[src/rtl/tone_detector.sv]
// -----------------------------------------------------------------------------
// tone_detector
//
// Measures the period and peak amplitude of a periodic waveform. It waits for a
// rising zero crossing, then counts accepted samples across NCROSS further
// rising crossings and reports the span (r_period) together with the largest
// |sample| seen in the window (r_peak). If a window stalls for TIMEOUT accepted
// samples without a crossing, it is cut short and flagged with r_timeout.
//
// Optional feature: define TONE_DET_HYST_EN to replace plain sign-change
// detection with a hysteresis detector. An accepted sample < -HYST arms it, and
// an armed sample >= +HYST is a crossing, which disarms it.
//
// Ports
//   clk       in   clock, rising edge
//   rst_n     in   asynchronous active-low reset
//   s_data    in   [DATA_W-1:0] signed sample
//   s_valid   in   sample offered
//   s_ready   out  sample accepted when s_valid & s_ready (low while reporting)
//   r_valid   out  result available
//   r_ready   in   result consumed when r_valid & r_ready
//   r_period  out  [CNT_W-1:0] accepted samples spanning NCROSS periods
//   r_peak    out  [DATA_W-1:0] unsigned peak magnitude over the window
//   r_timeout out  window ended by timeout rather than by the last crossing
// -----------------------------------------------------------------------------
module tone_detector #(
   parameter int DATA_W  = 16,
   parameter int NCROSS  = 8,
   parameter int CNT_W   = 24,
   parameter int TIMEOUT = 65535,
   parameter int HYST    = 64
) (
   input  logic              clk,
   input  logic              rst_n,
   input  logic [DATA_W-1:0] s_data,
   input  logic              s_valid,
   output logic              s_ready,
   output logic              r_valid,
   input  logic              r_ready,
   output logic [CNT_W-1:0]  r_period,
   output logic [DATA_W-1:0] r_peak,
   output logic              r_timeout
);

   localparam int TO_W = (TIMEOUT < 2) ? 1 : $clog2(TIMEOUT + 1);

   // Out-of-range parameters show up as this named scope in the elaborated
   // hierarchy; legal configurations produce nothing here.
   if (HYST < 0 || NCROSS < 1 || NCROSS > 255 || TIMEOUT < 1) begin : g_illegal_parameters
   end

   typedef enum logic [1:0] {ST_IDLE, ST_MEASURE, ST_REPORT} state_t;

   state_t             state_q,     state_d;
   logic [CNT_W-1:0]   cnt_q,       cnt_d;
   logic [TO_W-1:0]    since_q,     since_d;
   logic [7:0]         ncross_q,    ncross_d;
   logic [DATA_W-1:0]  peak_q,      peak_d;
   logic               armed_q,     armed_d;
   logic [CNT_W-1:0]   r_period_q,  r_period_d;
   logic [DATA_W-1:0]  r_peak_q,    r_peak_d;
   logic               r_timeout_q, r_timeout_d;

   logic [DATA_W-1:0]  abs_val;
   logic [DATA_W-1:0]  peak_new;
   logic [CNT_W-1:0]   cnt_inc;
   logic [TO_W-1:0]    since_inc;
   logic               crossing;
   logic               armed_next;

`ifdef TONE_DET_HYST_EN
   localparam logic signed [DATA_W-1:0] HYST_POS = DATA_W'(HYST);
   localparam logic signed [DATA_W-1:0] HYST_NEG = -HYST_POS;
`endif

   always_comb begin
      // Magnitude as unsigned DATA_W: the most negative code maps to 2^(DATA_W-1).
      abs_val   = s_data[DATA_W-1] ? (~s_data + {{(DATA_W-1){1'b0}}, 1'b1}) : s_data;
      peak_new  = (abs_val > peak_q) ? abs_val : peak_q;
      cnt_inc   = (cnt_q == {CNT_W{1'b1}}) ? cnt_q : cnt_q + {{(CNT_W-1){1'b0}}, 1'b1};
      since_inc = since_q + {{(TO_W-1){1'b0}}, 1'b1};
`ifdef TONE_DET_HYST_EN
      crossing   = armed_q && ($signed(s_data) >= HYST_POS);
      armed_next = armed_q;
      if (crossing) begin
         armed_next = 1'b0;
      end else if ($signed(s_data) < HYST_NEG) begin
         armed_next = 1'b1;
      end
`else
      // armed_q here simply records "previous accepted sample was negative".
      crossing   = armed_q && !s_data[DATA_W-1];
      armed_next = s_data[DATA_W-1];
`endif
   end

   always_comb begin
      state_d     = state_q;
      cnt_d       = cnt_q;
      since_d     = since_q;
      ncross_d    = ncross_q;
      peak_d      = peak_q;
      armed_d     = armed_q;
      r_period_d  = r_period_q;
      r_peak_d    = r_peak_q;
      r_timeout_d = r_timeout_q;

      case (state_q)
         ST_IDLE: begin
            if (s_valid) begin
               armed_d = armed_next;
               if (crossing) begin
                  state_d  = ST_MEASURE;
                  cnt_d    = '0;
                  since_d  = '0;
                  ncross_d = '0;
                  peak_d   = abs_val;
               end
            end
         end
         ST_MEASURE: begin
            if (s_valid) begin
               armed_d = armed_next;
               cnt_d   = cnt_inc;
               peak_d  = peak_new;
               // A crossing wins over a timeout landing on the same sample.
               if (crossing) begin
                  since_d = '0;
                  if (ncross_q == 8'(NCROSS - 1)) begin
                     state_d     = ST_REPORT;
                     r_period_d  = cnt_inc;
                     r_peak_d    = peak_new;
                     r_timeout_d = 1'b0;
                  end else begin
                     ncross_d = ncross_q + 8'd1;
                  end
               end else if (since_inc == TO_W'(TIMEOUT)) begin
                  state_d     = ST_REPORT;
                  r_period_d  = cnt_inc;
                  r_peak_d    = peak_new;
                  r_timeout_d = 1'b1;
               end else begin
                  since_d = since_inc;
               end
            end
         end
         ST_REPORT: begin
            if (r_ready) begin
               state_d = ST_IDLE;
               // Forget the terminating sample so it cannot open the next window.
               armed_d = 1'b0;
            end
         end
         default: state_d = ST_IDLE;
      endcase
   end

   always_ff @(posedge clk or negedge rst_n) begin
      if (!rst_n) begin
         state_q     <= ST_IDLE;
         cnt_q       <= '0;
         since_q     <= '0;
         ncross_q    <= '0;
         peak_q      <= '0;
         armed_q     <= 1'b0;
         r_period_q  <= '0;
         r_peak_q    <= '0;
         r_timeout_q <= 1'b0;
      end else begin
         state_q     <= state_d;
         cnt_q       <= cnt_d;
         since_q     <= since_d;
         ncross_q    <= ncross_d;
         peak_q      <= peak_d;
         armed_q     <= armed_d;
         r_period_q  <= r_period_d;
         r_peak_q    <= r_peak_d;
         r_timeout_q <= r_timeout_d;
      end
   end

   assign s_ready   = (state_q != ST_REPORT);
   assign r_valid   = (state_q == ST_REPORT);
   assign r_period  = r_period_q;
   assign r_peak    = r_peak_q;
   assign r_timeout = r_timeout_q;

endmodule

[config.mk]
export PLATFORM = sky130hd
export DESIGN_NAME = tone_detector
export DESIGN_NICKNAME = d
export VERILOG_FILES = /design/src/rtl/tone_detector.sv
export SDC_FILE = /design/constraint.sdc
export NUM_CORES = 1
export LEC_CHECK = 0
export ABC_AREA = 1
export CORE_MARGIN = 2
export CORE_UTILIZATION = 45
export DETAILED_ROUTE_END_ITERATION = 7
export GPL_TIMING_DRIVEN = 1
export PLACE_DENSITY = 0.65
export SYNTH_ARGS = -nofsm -noshare
export SYNTH_HDL_FRONTEND = slang
export SYNTH_SLANG_ARGS = --single-unit
export TNS_END_PERCENT = 10
[constraint.sdc]
create_clock -name clk -period 5 [get_ports clk]
set_input_delay 0.5 -clock clk [delete_from_list [all_inputs] [get_ports clk]]
set_output_delay 0.5 -clock clk [all_outputs]
set_load 0.02 [all_outputs]
==> flow_summary_export.csv, run 1 <==
group,metric,value,unit
synth,synthDistinctLibCells,38,
global_route,grt_usage,0.206,
clock_tree,numCtsBuffers,9,
power_and_ir_drop,clockPowerShare,0.189,
route,ant_nets,0,
run,maxCapViolations,0,
critical_path,critPathMaxFanout,16,
synth,yosysTopAreaCell,"dfrtp_1",
final_layout,insertedDiodeCount,0,
power_and_ir_drop,power.leakage,3.38,nW
clock_tree,cts_tree,"built",
timing,finalHoldViolCount,0,
critical_path,cp.arrival,3.82,ns
route,routed_wl,14500,um
final_layout,fillers,1321,
global_route,grt_overflow,0,
synth,synthesis.area,6360,um2
placed_design,dp_slack,0.980,ns
power_and_ir_drop,p_int,2.25,mW
floorplanning,core_area,13800,um2
floorplanning,die_area,15100,um2
synth,synth_seq_cells,108,
placed_design,dp_hpwl,10700,um
floorplanning,die_h,123,um
critical_path,crit_type,"in -> reg",
power_and_ir_drop,combinationalPowerShare,0.456,
timing,worst_slew_pin_slew,1.05,ns
hold_path,hold_class,"in -> async",
route,wl_met1,6990,um
clock_tree,cts_resized,0,
final_layout,fin_cells,1085,
clock_tree,cts_root_buf,"clkbuf_16",
timing,slew_headroom,0.296,
global_route,antenna_found_initial,0,
timing,period_minus_slack,3.64,ns
critical_path,critPathLaunchType,"input port",
route,top_layer,"met4",
clock_tree,clockBufferDepth,2,
timing,slew_viol_final,0,
critical_path,path_cells,"clkdlybuf4s50_1 > clkinv_1 > nor4_1 > ha_1 > a21oi_1 > o21ai_0 > nor2_1 > nand2_1 > nand2_1 > buf_4 > nand2_1 > o21ai_0 > o21ai_0",
route,vias,5427,
power_and_ir_drop,peakVddDrop,0.303,mV
global_route,grt_max_degree,69,
route,drt_iter0_markers,284,
global_route,grt_first_pass_wirelength,24700,um
synth,yosys-top-cells-area,"dfrtp_1 42%, nand2_1 15%, o21ai_0 5.7%",
timing,max_freq,275,MHz
power_and_ir_drop,seqPwrFrac,0.355,
timing,setup_viol,0,
final_layout,multiInputGateArea,3160,um2
clock_tree,ctsHoldBuffers,0,
critical_path,critical-path-slowest-cell,"clkdlybuf4s50_1",
clock_tree,cts_setup_buffers,0,
floorplanning,initial_core_util,0.460,
timing,rsz0062_at_grt,"no",
synth,synthFlopType,"dfrtp_1",
synth,synth_warnings,0,
critical_path,cpPeakStageDelay,0.69,ns
timing,timing.final.crit_share,0.727,
route,route.met3.wl,503,um
clock_tree,h-tree-depth,3,
synth,synth_edf_count,0,
route,firstDrtPassIters,4,
critical_path,end_kind,"flop",
critical_path,cp.required,5.18,ns
synth,netlist_top_cells_count,"252 x nand2_1, 108 x dfrtp_1, 91 x inv_1",
synth,ys_seq_area_frac,0.425,
final_layout,drive_above_1_share,0.0519,
global_route,grt_pass1_vias,5127,
floorplanning,rows,43,
floorplanning,io_pins,63,
final_layout,areaGrowthSynthToFinish,16.1,%
route,drc,0,
clock_tree,path_clk_slew,0.07,ns
clock_tree,clkSinkCount,108,
power_and_ir_drop,switchingPower,1.58,mW
floorplanning,die_width,123,um
placed_design,gp_congestion,0.897,
final_layout,nets,943,
synth,synth_top_area_frac,0.425,
outcome,outcome,"finished clean",
synth,syn_area_per_cell,7.51,um2
route,routed_via_density,5.00,
route,post_drt_wl_per_cell,13.4,um
placed_design,dp_cells,1071,
placed_design,io_buffers,62,
timing,fin_ws,1.36,ns
final_layout,seqCellArea,2700,um2
synth,synth_cells,847,
route,wl_met2,6840,um
clock_tree,clock_latency,0.35,ns
synth,async_reset_ff_frac,1.00,
synth,syn_nets,888,
power_and_ir_drop,sw_frac_of_total,0.412,
timing,fin_setup_tns,0,ns
power_and_ir_drop,power.density,517,nW/um2
timing,skew,0.00731,ns
synth,yosysMostFrequentCell,"nand2_1",
==> through the flow <==
stage	power, mW	utilization	hold WS, ns	instance area (um2)
4_1_cts	3.86	0.534	0.300	7390
5_1_grt	4.15	0.534	0.327	7390
6_report	3.82	0.534	0.254	7390
3_5_place_dp	3.13	0.513	0.472	7100
3_3_place_gp	3.11	0.513	0.467	7100
2_1_floorplan	2.51	-	0.204	6360
==> power by group through the flow <==
stage                     Combinational [mW]  Clock (mW)  Sequential, mW
after global placement                  1.74           0            1.37
after global routing                    1.98       0.771            1.39
final                                   1.74       0.721            1.36
after detailed placement                1.76           0            1.37
after CTS                               1.77       0.736            1.36
after floorplan                        0.997           0            1.51
==> flip-flops by register name, summed over array words and instances (netlist names) <==
signal and flops:
armed_q 1, cnt_q 24, ncross_q 8, peak_q 16, r_peak 16, r_period 24
r_timeout 1, since_q 16, state_q 2
==> worst paths after layout <==
check                      cells after the start            to    startpoint  slack (ns)
min                                            1    r_peak[11]         rst_n        0.25
max                                           13     peak_q[5]    s_data[15]        1.36
min reg2reg                                    2  r_period[16]  r_period[16]        0.48
max reg2reg                                    8    since_q[5]    state_q[0]        1.96
max in group asynchronous                      2  r_period[11]         rst_n        3.69
min in group clk                               2  r_period[16]  r_period[16]        0.48
==> critical path: cells and delay by family <==
family                   cells  cell delay (ns)
AO/OA/AOI/OAI                4             0.52
buffers and inverters        3             1.29
adder cells (fa/ha/maj)      1             0.35
AND/OR/NAND/NOR              5             1.14
==> area by class of cell <==
cell class	instances	area share
multi-input cells	621	0.428
flip-flops and latches	108	0.366
repair buffers	66	0.0877
inverters	96	0.0488
clock buffers	12	0.0347
well taps	180	0.0305
clock inverters	2	0.00474
==> placed cells by master (no fill, tap or decap), drive strengths merged, types with 2 or more instances in the layout <==
master	synthesis	routed
nand2	254	254
dfrtp	108	108
o21ai	102	102
inv	93	93
nor2	87	87
clkdlybuf4s50	0	61
xor2	31	31
nand3	31	31
a21oi	26	26
ha	21	21
nand4	16	16
nor3	16	16
o22ai	13	13
clkbuf	13	12
nor4	5	5
buf	9	5
o21bai	4	4
clkinv	3	4
nand3b	3	3
a31oi	2	2
o31ai	2	2
==> logic make-up (layout without fill, tap and decap cells) <==
group | count (synthesis) | count (layout) | synth area share
simple gates | 415 | 415 | 0.272
fa+ha+maj | 21 | 21 | 0.0413
compound gates | 152 | 152 | 0.138
mux | 1 | 1 | 0.00177
flops | 108 | 108 | 0.425
buf+inv | 118 | 176 | 0.0787
xor+xnor | 32 | 32 | 0.0441
==> layer usage <==
| metal | track usage | vias to the layer above |
|---|---|---|
| met5 | 0 | - |
| met4 | 0.0417 | 0 |
| met3 | 0.0424 | 10 |
| met2 | 0.342 | 81 |
| met1 | 0.281 | 2476 |
| li1 | - | 2860 |
Power figures use the tool's default switching activity.
==> run 2: changes to the inputs <==
- clock period: 5 -> 3.55 ns (I/O delays scaled with it)
==> run 2 against run 1 <==
  * Worst hold slack got worse by 0.14 ns
  * Cell count increased by 0.55%
  * Register-to-register slack got worse by 1.2 ns
  * Die area unchanged
  * Global-route usage decreased by 0.12 points
  * Clock-buffer cell count decreased by 3
  * Sequential share of layout area decreased by 0.37 points
  * Utilization increased by 0.54 points
  * Total power increased by 42%
  * Critical path type unchanged
  * Highest routed layer unchanged
==> flow_summary_export.csv, run 2 (same netlist as run 1, synthesis figures left out) <==
group,metric,value,unit
clock_tree,cts_setup_buffers,0,
floorplanning,die_width,123,um
timing,slew_headroom,0.396,
clock_tree,path_clk_slew,0.09,ns
critical_path,r2r-end,"r_peak[15]",
floorplanning,io_pins,63,
clock_tree,h-tree-depth,3,
power_and_ir_drop,peakVddDrop,0.385,mV
route,routed_via_density,5.05,
final_layout,nets,947,
critical_path,rr_worst_depth,14,
timing,skew,0.0123,ns
clock_tree,clock_latency,0.36,ns
power_and_ir_drop,power,5.44,mW
critical_path,critPathMaxFanout,31,
floorplanning,die_h,123,um
placed_design,io_buffers,62,
global_route,grt_max_degree,71,
clock_tree,cts_resized,0,
critical_path,rrSetupSlack,0.76,ns
global_route,grt_usage,0.205,
clock_tree,clkSinkCount,108,
timing,period_minus_slack,3.00,ns
critical_path,end_kind,"flop",
route,post_drt_wl_per_cell,13.2,um
run,maxCapViolations,0,
critical_path,crit_type,"in -> reg",
clock_tree,cts_tree,"built",
floorplanning,initial_core_util,0.460,
timing,whs,0.112,ns
final_layout,drive_above_1_share,0.0593,
power_and_ir_drop,power.density,729,nW/um2
clock_tree,numCtsBuffers,9,
placed_design,gp_congestion,0.853,
timing,slew_viol_final,0,
outcome,outcome,"finished clean",
floorplanning,core_area,13800,um2
timing,fin_setup_tns,0,ns
timing,rsz0062_at_grt,"no",
critical_path,path_cells,"clkdlybuf4s50_1 > inv_1 > ha_1 > nand2_1 > nor2_1 > nand3_1 > nand2_1 > nand2_1 > xor2_1 > ha_1 > nand4_1 > nor2_1 > nand2_1 > nand2_1 > nand2_1 > buf_12 > o21ai_0 > o21ai_0",
floorplanning,die_area,15100,um2
clock_tree,clockBufferDepth,2,
critical_path,cp.arrival,3.24,ns
timing,worst_slew_pin_slew,0.905,ns
route,ant_nets,0,
final_layout,final_common_cell,"nand2_1",
critical_path,cp.required,3.79,ns
final_layout,final_area,7460,um2
critical_path,crit_start,"s_data[0]",
critical_path,crit_top_cell,"nand2_1",
timing,setup_viol,0,
timing,finalHoldViolCount,0,
critical_path,cpPeakStageDelay,0.46,ns
clock_tree,ctsHoldBuffers,0,
critical_path,cp_num_buf_inv,3,
power_and_ir_drop,power.leakage,3.42,nW
final_layout,insertedDiodeCount,0,
route,drc,0,
hold_path,hold_class,"in -> async",
route,routed_wl,14500,um
route,firstDrtPassIters,5,
floorplanning,rows,43,
final_layout,areaGrowthSynthToFinish,17.3,%
placed_design,dpl-instance-area,7160,um2
global_route,antenna_found_initial,0,
critical_path,critical-path-slowest-cell,"clkdlybuf4s50_1",
route,vias,5505,
route,drt_iter0_markers,270,
final_layout,layout_common_cells,"252 x nand2_1, 108 x dfrtp_1, 91 x inv_1",
global_route,grt_first_pass_wirelength,24500,um
critical_path,critPathLaunchType,"input port",
critical_path,reg2reg_from,"since_q[1]",
clock_tree,cts_root_buf,"clkbuf_16",
critical_path,cp_top_family,"simple AND/OR/NAND/NOR gates",
placed_design,dp_hpwl,10500,um
critical_path,path_depth,18,
global_route,grt_overflow,0,
global_route,grt_pass1_vias,5058,
timing,max_freq,333,MHz
critical_path,endpoint,"peak_q[4]",
final_layout,fin_util,0.540,
timing,timing.final.crit_share,0.846,
==> run 2: routing by layer <==
metal  part of all wire  track usage
met1               0.49        0.282
met2               0.47        0.332
met3              0.029       0.0254
met4              0.018       0.0790
met5                  0            0
==> run 2: worst reg2reg max path: cells and delay by family (launching register included) <==
kind	cells	cell delay, ns
fa+ha+maj	1	0.30
buf+inv	2	0.52
flops	1	0.42
simple gates	11	1.50
==> run 2: worst min-delay path by stage <==
stage                 start      endpoint  depth (start not counted)
6_report              rst_n    r_peak[11]                          1
5_1_grt               rst_n     peak_q[9]                          1
4_1_cts               rst_n     r_peak[6]                          1
3_5_place_dp   r_period[20]  r_period[20]                          2
3_3_place_gp   r_period[12]  r_period[12]                          2
2_1_floorplan         rst_n       armed_q                          0
==> run 2: metrics by stage <==
stage / cells / setup WS [ns]
final: 1091 / 0.547
after global routing: 1091 / 0.230
after CTS: 1091 / 0.539
after detailed placement: 1075 / 0.160
after global placement: 1075 / 0.247
after floorplan: 847 / 0.882
==> run 2: area by class of cell <==
cell class,instances,area (um2)
clock buffers,9,225
inverters,96,360
flip-flops and latches,108,2700
multi-input cells,621,3160
clock inverters,7,73.8
well taps,180,225
repair buffers,70,716
fillers,1350,6360
==> run 2: report_power, final <==
group	switching (mW)	internal, mW
Combinational	1.52	0.983
Sequential	0.255	1.64
Clock	0.535	0.504
Total	2.31	3.13
